### config.mk
export PLATFORM = sky130hd
export DESIGN_NAME = bitstream_decoder
export DESIGN_NICKNAME = d
export VERILOG_FILES = /design/src/rtl/bitstream_decoder.sv
export SDC_FILE = /design/constraint.sdc
export NUM_CORES = 1
export LEC_CHECK = 0
export ABC_CLOCK_PERIOD_IN_PS = 4290
export CORE_MARGIN = 2
export CORE_UTILIZATION = 25
export DETAILED_ROUTE_END_ITERATION = 12
export PLACE_DENSITY = 0.52
export SLEW_MARGIN = 20
export SYNTH_ARGS = -nofsm -noshare
export SYNTH_HDL_FRONTEND = slang
export SYNTH_SLANG_ARGS = --single-unit
### constraint.sdc
create_clock -name clk -period 4.29 [get_ports clk]
set_input_delay 0.858 -clock clk [delete_from_list [all_inputs] [get_ports clk]]
set_output_delay 0.858 -clock clk [all_outputs]
set_load 0.03 [all_outputs]
### src/rtl/bitstream_decoder.sv
// -----------------------------------------------------------------------------
// bitstream_decoder
//
// Turns a unipolar stochastic bitstream back into a binary value by counting
// the ones seen over a fixed window of LENGTH samples. An optional warm-up
// period of WARMUP samples is discarded first so upstream pipelines can settle.
// Each measurement is framed by a start request and a valid/ready handoff of
// the result.
//
// Parameters
//   WIDTH  : width of the result y
//   LENGTH : samples accumulated per measurement (>= 1)
//   WARMUP : samples discarded before accumulation (>= 0)
//
// Ports
//   clk   in   system clock, rising edge
//   rst   in   asynchronous active-high reset
//   x     in   stochastic bitstream, sampled every edge in WARM/ACCUM
//   start in   measurement request (taken in IDLE, or in DONE on handshake)
//   ready in   consumer accepts the result
//   busy  out  measurement in progress (WARM or ACCUM)
//   valid out  result available (DONE)
//   y     out  count of ones, saturated to 2^WIDTH-1
//   sat   out  raw count exceeded 2^WIDTH-1 (meaningful while valid)
// -----------------------------------------------------------------------------
module bitstream_decoder #(
   parameter int WIDTH  = 8,
   parameter int LENGTH = 256,
   parameter int WARMUP = 0
) (
   input  logic             clk,
   input  logic             rst,
   input  logic             x,
   input  logic             start,
   input  logic             ready,
   output logic             busy,
   output logic             valid,
   output logic [WIDTH-1:0] y,
   output logic             sat
);

   localparam int CNT_MAX = (LENGTH > WARMUP) ? LENGTH : WARMUP;
   localparam int CW      = $clog2(CNT_MAX + 1);
   localparam int OW      = $clog2(LENGTH + 1);

   // Terminal counts: the transition fires on the edge that takes the last sample.
   localparam logic [CW-1:0] LAST_ACC  = CW'(LENGTH - 1);
   localparam logic [CW-1:0] LAST_WARM = CW'((WARMUP > 0) ? (WARMUP - 1) : 0);
   localparam logic [63:0]   Y_MAX     = (64'd1 << WIDTH) - 64'd1;

   typedef enum logic [1:0] {
      IDLE  = 2'd0,
      WARM  = 2'd1,
      ACCUM = 2'd2,
      DONE  = 2'd3
   } state_t;

   // Where a new measurement begins; fixed by the WARMUP parameter.
   localparam state_t FIRST_STATE = (WARMUP > 0) ? WARM : ACCUM;

   state_t           state_reg, state_next;
   logic [CW-1:0]    cnt_reg, cnt_next;
   logic [OW-1:0]    ones_reg, ones_next;
   logic [WIDTH-1:0] y_reg, y_next;
   logic             sat_reg, sat_next;
   logic             busy_reg, busy_next;
   logic             valid_reg, valid_next;

   // Running count including the sample on the current edge.
   logic [OW-1:0]    ones_sum;
   logic             over_max;

   assign ones_sum = ones_reg + OW'(x);
   assign over_max = (64'(ones_sum) > Y_MAX);

   always_ff @(posedge clk or posedge rst) begin
      if (rst) begin
         state_reg <= IDLE;
         cnt_reg   <= '0;
         ones_reg  <= '0;
         y_reg     <= '0;
         sat_reg   <= 1'b0;
         busy_reg  <= 1'b0;
         valid_reg <= 1'b0;
      end else begin
         state_reg <= state_next;
         cnt_reg   <= cnt_next;
         ones_reg  <= ones_next;
         y_reg     <= y_next;
         sat_reg   <= sat_next;
         busy_reg  <= busy_next;
         valid_reg <= valid_next;
      end
   end

   always_comb begin
      state_next = state_reg;
      cnt_next   = cnt_reg;
      ones_next  = ones_reg;
      y_next     = y_reg;
      sat_next   = sat_reg;

      case (state_reg)
         IDLE: begin
            if (start) begin
               state_next = FIRST_STATE;
               cnt_next   = '0;
               ones_next  = '0;
            end
         end
         WARM: begin
            cnt_next = cnt_reg + 1'b1;
            if (cnt_reg == LAST_WARM) begin
               state_next = ACCUM;
               cnt_next   = '0;
               ones_next  = '0;
            end
         end
         ACCUM: begin
            cnt_next  = cnt_reg + 1'b1;
            ones_next = ones_sum;
            if (cnt_reg == LAST_ACC) begin
               // Capture the result from the count that includes this last sample.
               state_next = DONE;
               cnt_next   = '0;
               sat_next   = over_max;
               y_next     = over_max ? {WIDTH{1'b1}} : WIDTH'(ones_sum);
            end
         end
         DONE: begin
            if (ready) begin
               if (start) begin
                  state_next = FIRST_STATE;
                  cnt_next   = '0;
                  ones_next  = '0;
               end else begin
                  state_next = IDLE;
               end
            end
         end
         default: begin
            state_next = IDLE;
         end
      endcase

      // Status flags are registered from the next state so outputs come
      // straight from flops.
      busy_next  = (state_next == WARM) || (state_next == ACCUM);
      valid_next = (state_next == DONE);
   end

   assign busy  = busy_reg;
   assign valid = valid_reg;
   assign y     = y_reg;
   assign sat   = sat_reg;

endmodule

==> results.rst <==
.. list-table::
   :header-rows: 1

   * - Metric
     - Value
   * - Post-detailed-route DRC marker count
     - 0
   * - Path type of the worst min-delay path
     - register to register
   * - Clock slew at the register clock pins of the worst setup and hold paths
     - 0.07 ns
   * - Count of placed standard cells including taps
     - 263
   * - Floorplan die height
     - 87.0 um
   * - Routability congestion estimate from global placement
     - 0.790
   * - Average wire per cell in the routed design
     - 13.1 um
   * - Post-synth EDFFs
     - 0
   * - Crit Path Category
     - input pin to register
   * - Slowest stage cell on the critical path
     - sky130_fd_sc_hd__clkdlybuf4s50_1
   * - Setup slack of the critical path after layout
     - 1.77 ns
   * - Post-route cell area
     - 0.00205 mm2
   * - Non-filler cells, final
     - 271
   * - Crit path required time
     - 4.44 ns
   * - Total count of max-transition violations in the final report
     - 0
   * - Syn Std Cell Area
     - 0.00172 mm2
   * - Final Util
     - 30.5%
   * - Area after detailed placement
     - 0.00193 mm2
   * - DRT antenna net count
     - 0
   * - Post-synthesis async set-or-reset flop share
     - 100%
   * - Relative slew margins
     - 33.9%
   * - Clk sink count
     - 31
   * - Delay of the slowest critical-path stage
     - 0.46 ns
   * - Flip-flop cell with the highest count after synthesis
     - sky130_fd_sc_hd__dfrtp_1
   * - Gate family responsible for the most delay along the worst path
     - simple AND/OR/NAND/NOR gates
   * - Slew at the pin closest to its max-slew limit
     - 0.990 ns
   * - IR drop worst, VDD
     - 0.112 mV
   * - Seq. cell area
     - 776 um2
   * - Number of nets in the layout
     - 206
   * - Critical-path maximum fanout
     - 9
   * - Cells taking the most area after synthesis
     - sky130_fd_sc_hd__dfrtp_1, sky130_fd_sc_hd__ha_1, sky130_fd_sc_hd__o31ai_1
   * - Data arrival time at the worst-slack endpoint
     - 2.67 ns
   * - Status
     - completed
   * - Ratio of cells with drive above 1 in the final layout
     - 9.42%
   * - Average vias per placed instance
     - 4.80
   * - Final-report hold violation count
     - 0
   * - Post-synthesis sequential area ratio
     - 45.1%
   * - Number of instances in the synthesized netlist
     - 174
   * - Unrepaired setup endpoints after global routing
     - false
   * - Yosys reg bits
     - 31
   * - Synthesis-to-finish area growth
     - 19.1%
   * - I/O pin total
     - 16
   * - Iteration-0 DRC count of the detailed router
     - 61
   * - Count of filler cells inserted in the layout
     - 682
   * - Worst Path Buf+Inv
     - 1
   * - Clock tree root buffer cell
     - sky130_fd_sc_hd__clkbuf_8
   * - Total GRT Usage
     - 10.8%
   * - Inserted Diodes
     - 0
   * - Clock Latency Late Sink
     - 0.29 ns
   * - Worst setup EP type
     - register
   * - Final Skew
     - 0.00992 ns
   * - Number of H-tree branching levels
     - 2
   * - Die footprint
     - 0.00757 mm2
   * - Syn. warnings
     - 0
   * - First-pass GRT wire length
     - 6320 um
   * - Buffers inserted by post-CTS timing repair
     - 0
   * - Detailed-route via count
     - 1302
   * - Initial antenna violation count
     - 0
   * - Cell types with the highest counts after synthesis
     - sky130_fd_sc_hd__dfrtp_1, sky130_fd_sc_hd__a21oi_1, sky130_fd_sc_hd__nor2_1, sky130_fd_sc_hd__o31ai_1
   * - Standby leakage power
     - 0.860 nW
   * - Routed Wire Length
     - 3560 um
   * - Share of Yosys cell area claimed by the top area cell type
     - 45.1%
   * - IO buf count
     - 15
   * - Clock Tree Buf Depth
     - 2
   * - Effective utilization at floorplan
     - 25.6%
   * - Worst hold slack
     - 0.513 ns
   * - Resize count post-CTS
     - 0
   * - Pin count of the biggest net entering global routing
     - 26
   * - Shortest clock period the worst path allows after layout
     - 2.52 ns
   * - Total congestion overflow after global routing
     - 0
   * - Number of buffers inserted during clock tree synthesis
     - 5
   * - First-pass iteration count of the detailed router
     - 4
   * - Area leader, netlist
     - sky130_fd_sc_hd__dfrtp_1
   * - Post-synth net total
     - 190
   * - Number of max-capacitance violations reported
     - 0
   * - Ordered cell list for the critical path
     - clkdlybuf4s50_1 -> ha_1 -> ha_1 -> and3_1 -> and3_1 -> o21a_1 -> a31oi_1
   * - Synthesized area per cell
     - 9.89 um2
   * - Width of the die
     - 87.0 um
   * - Number of global-route vias before repair
     - 1315
   * - Hold buffer count at cts
     - 0
   * - Kind of start point of the critical path
     - input pin
   * - Half-perimeter wire length of the detailed placement result
     - 2580 um
   * - Count of cell types in the netlist
     - 42
   * - Final TNS setup
     - 0 ns
   * - Portion of the clock cycle consumed by the worst path in the final layout
     - 58.7%
   * - Total setup violations reported at the end of the flow
     - 0
   * - Most instantiated library cell after synthesis
     - sky130_fd_sc_hd__dfrtp_1
   * - Multi-input gate area in the final layout
     - 851 um2
   * - Number of standard-cell rows in the floorplan
     - 30
   * - Power density over the cells
     - 435 mW/mm2
   * - TritonCTS clock tree
     - done
   * - Pre-CTS worst setup slack
     - 1.45 ns
   * - Total power consumption of the routed design
     - 0.893 mW
   * - Std-Cell Core Area
     - 0.00672 mm2
   * - Achievable clock frequency
     - 0.397 GHz
layout by cell type, fill, tap and decap left out, types with 2 or more instances in the layout:
master                            instances
sky130_fd_sc_hd__a21oi_1                 17
sky130_fd_sc_hd__a31oi_1                  3
sky130_fd_sc_hd__and3_1                   2
sky130_fd_sc_hd__and4_1                   2
sky130_fd_sc_hd__buf_4                    2
sky130_fd_sc_hd__clkbuf_8                 6
sky130_fd_sc_hd__clkdlybuf4s50_1         15
sky130_fd_sc_hd__dfrtp_1                 31
sky130_fd_sc_hd__ha_1                    11
sky130_fd_sc_hd__inv_1                   11
sky130_fd_sc_hd__nand2_1                  8
sky130_fd_sc_hd__nand2b_1                 2
sky130_fd_sc_hd__nand3_1                  7
sky130_fd_sc_hd__nand4_1                  2
sky130_fd_sc_hd__nor2_1                  16
sky130_fd_sc_hd__nor4_1                   2
sky130_fd_sc_hd__o21a_1                   2
sky130_fd_sc_hd__o21ai_0                  5
sky130_fd_sc_hd__o21ai_1                  2
sky130_fd_sc_hd__o2bb2ai_1                2
sky130_fd_sc_hd__o31ai_1                 12
sky130_fd_sc_hd__xnor2_1                  6
sky130_fd_sc_hd__xor2_1                   4
final cells by class:
cell class / instances / share of cell area (%)
well taps: 80 / 4.88
repair buffers: 17 / 8.05
clock buffers: 6 / 4.03
inverters: 11 / 2.01
flip-flops and latches: 31 / 37.8
multi-input cells: 124 / 41.5
clock inverters: 2 / 1.71
logic make-up (layout without fill, tap and decap cells):
family / after synthesis / in the layout / share of synthesized area, %
AO/OA/AOI/OAI: 49 / 49 / 18.8
XOR/XNOR: 10 / 10 / 5.09
adder cells (fa/ha/maj): 11 / 11 / 7.99
buffers and inverters: 19 / 36 / 5.52
flip-flops: 31 / 31 / 45.1
multiplexers: 2 / 2 / 1.24
AND/OR/NAND/NOR: 52 / 52 / 16.4
where the power goes:
part           switching [mW]  internal [mW]
clock                   0.113          0.188
sequential             0.0563          0.340
combinational           0.103         0.0934
metal layers:
layer	GRT usage, %	routed length [um]
met2	16.9	1580
met3	3.79	211
met5	0	0
met1	13.8	1710
met4	3.84	55
worst reg2reg max path: cells and delay by family (launching register included):
family                     cells  cell delay (ns)
and+or+nand+nor                3             0.76
AOI/OAI and AO/OA              2             0.52
DFF                            1             0.40
adders and majority gates      2             0.38
buffers and inverters          1             0.06
final timing paths:
path                         endpoint       start  slack [ns]  cells past startpoint
max                              y[2]           x        1.77                      7
min                               sat         sat        0.51                      2
max reg2reg                      y[2]  cnt_reg[0]        2.04                      8
min reg2reg                       sat         sat        0.51                      2
max in group asynchronous        busy         rst        2.50                      3
min in group asynchronous  cnt_reg[1]         rst        1.11                      2
Note: power is estimated with default switching activity, not from simulation.
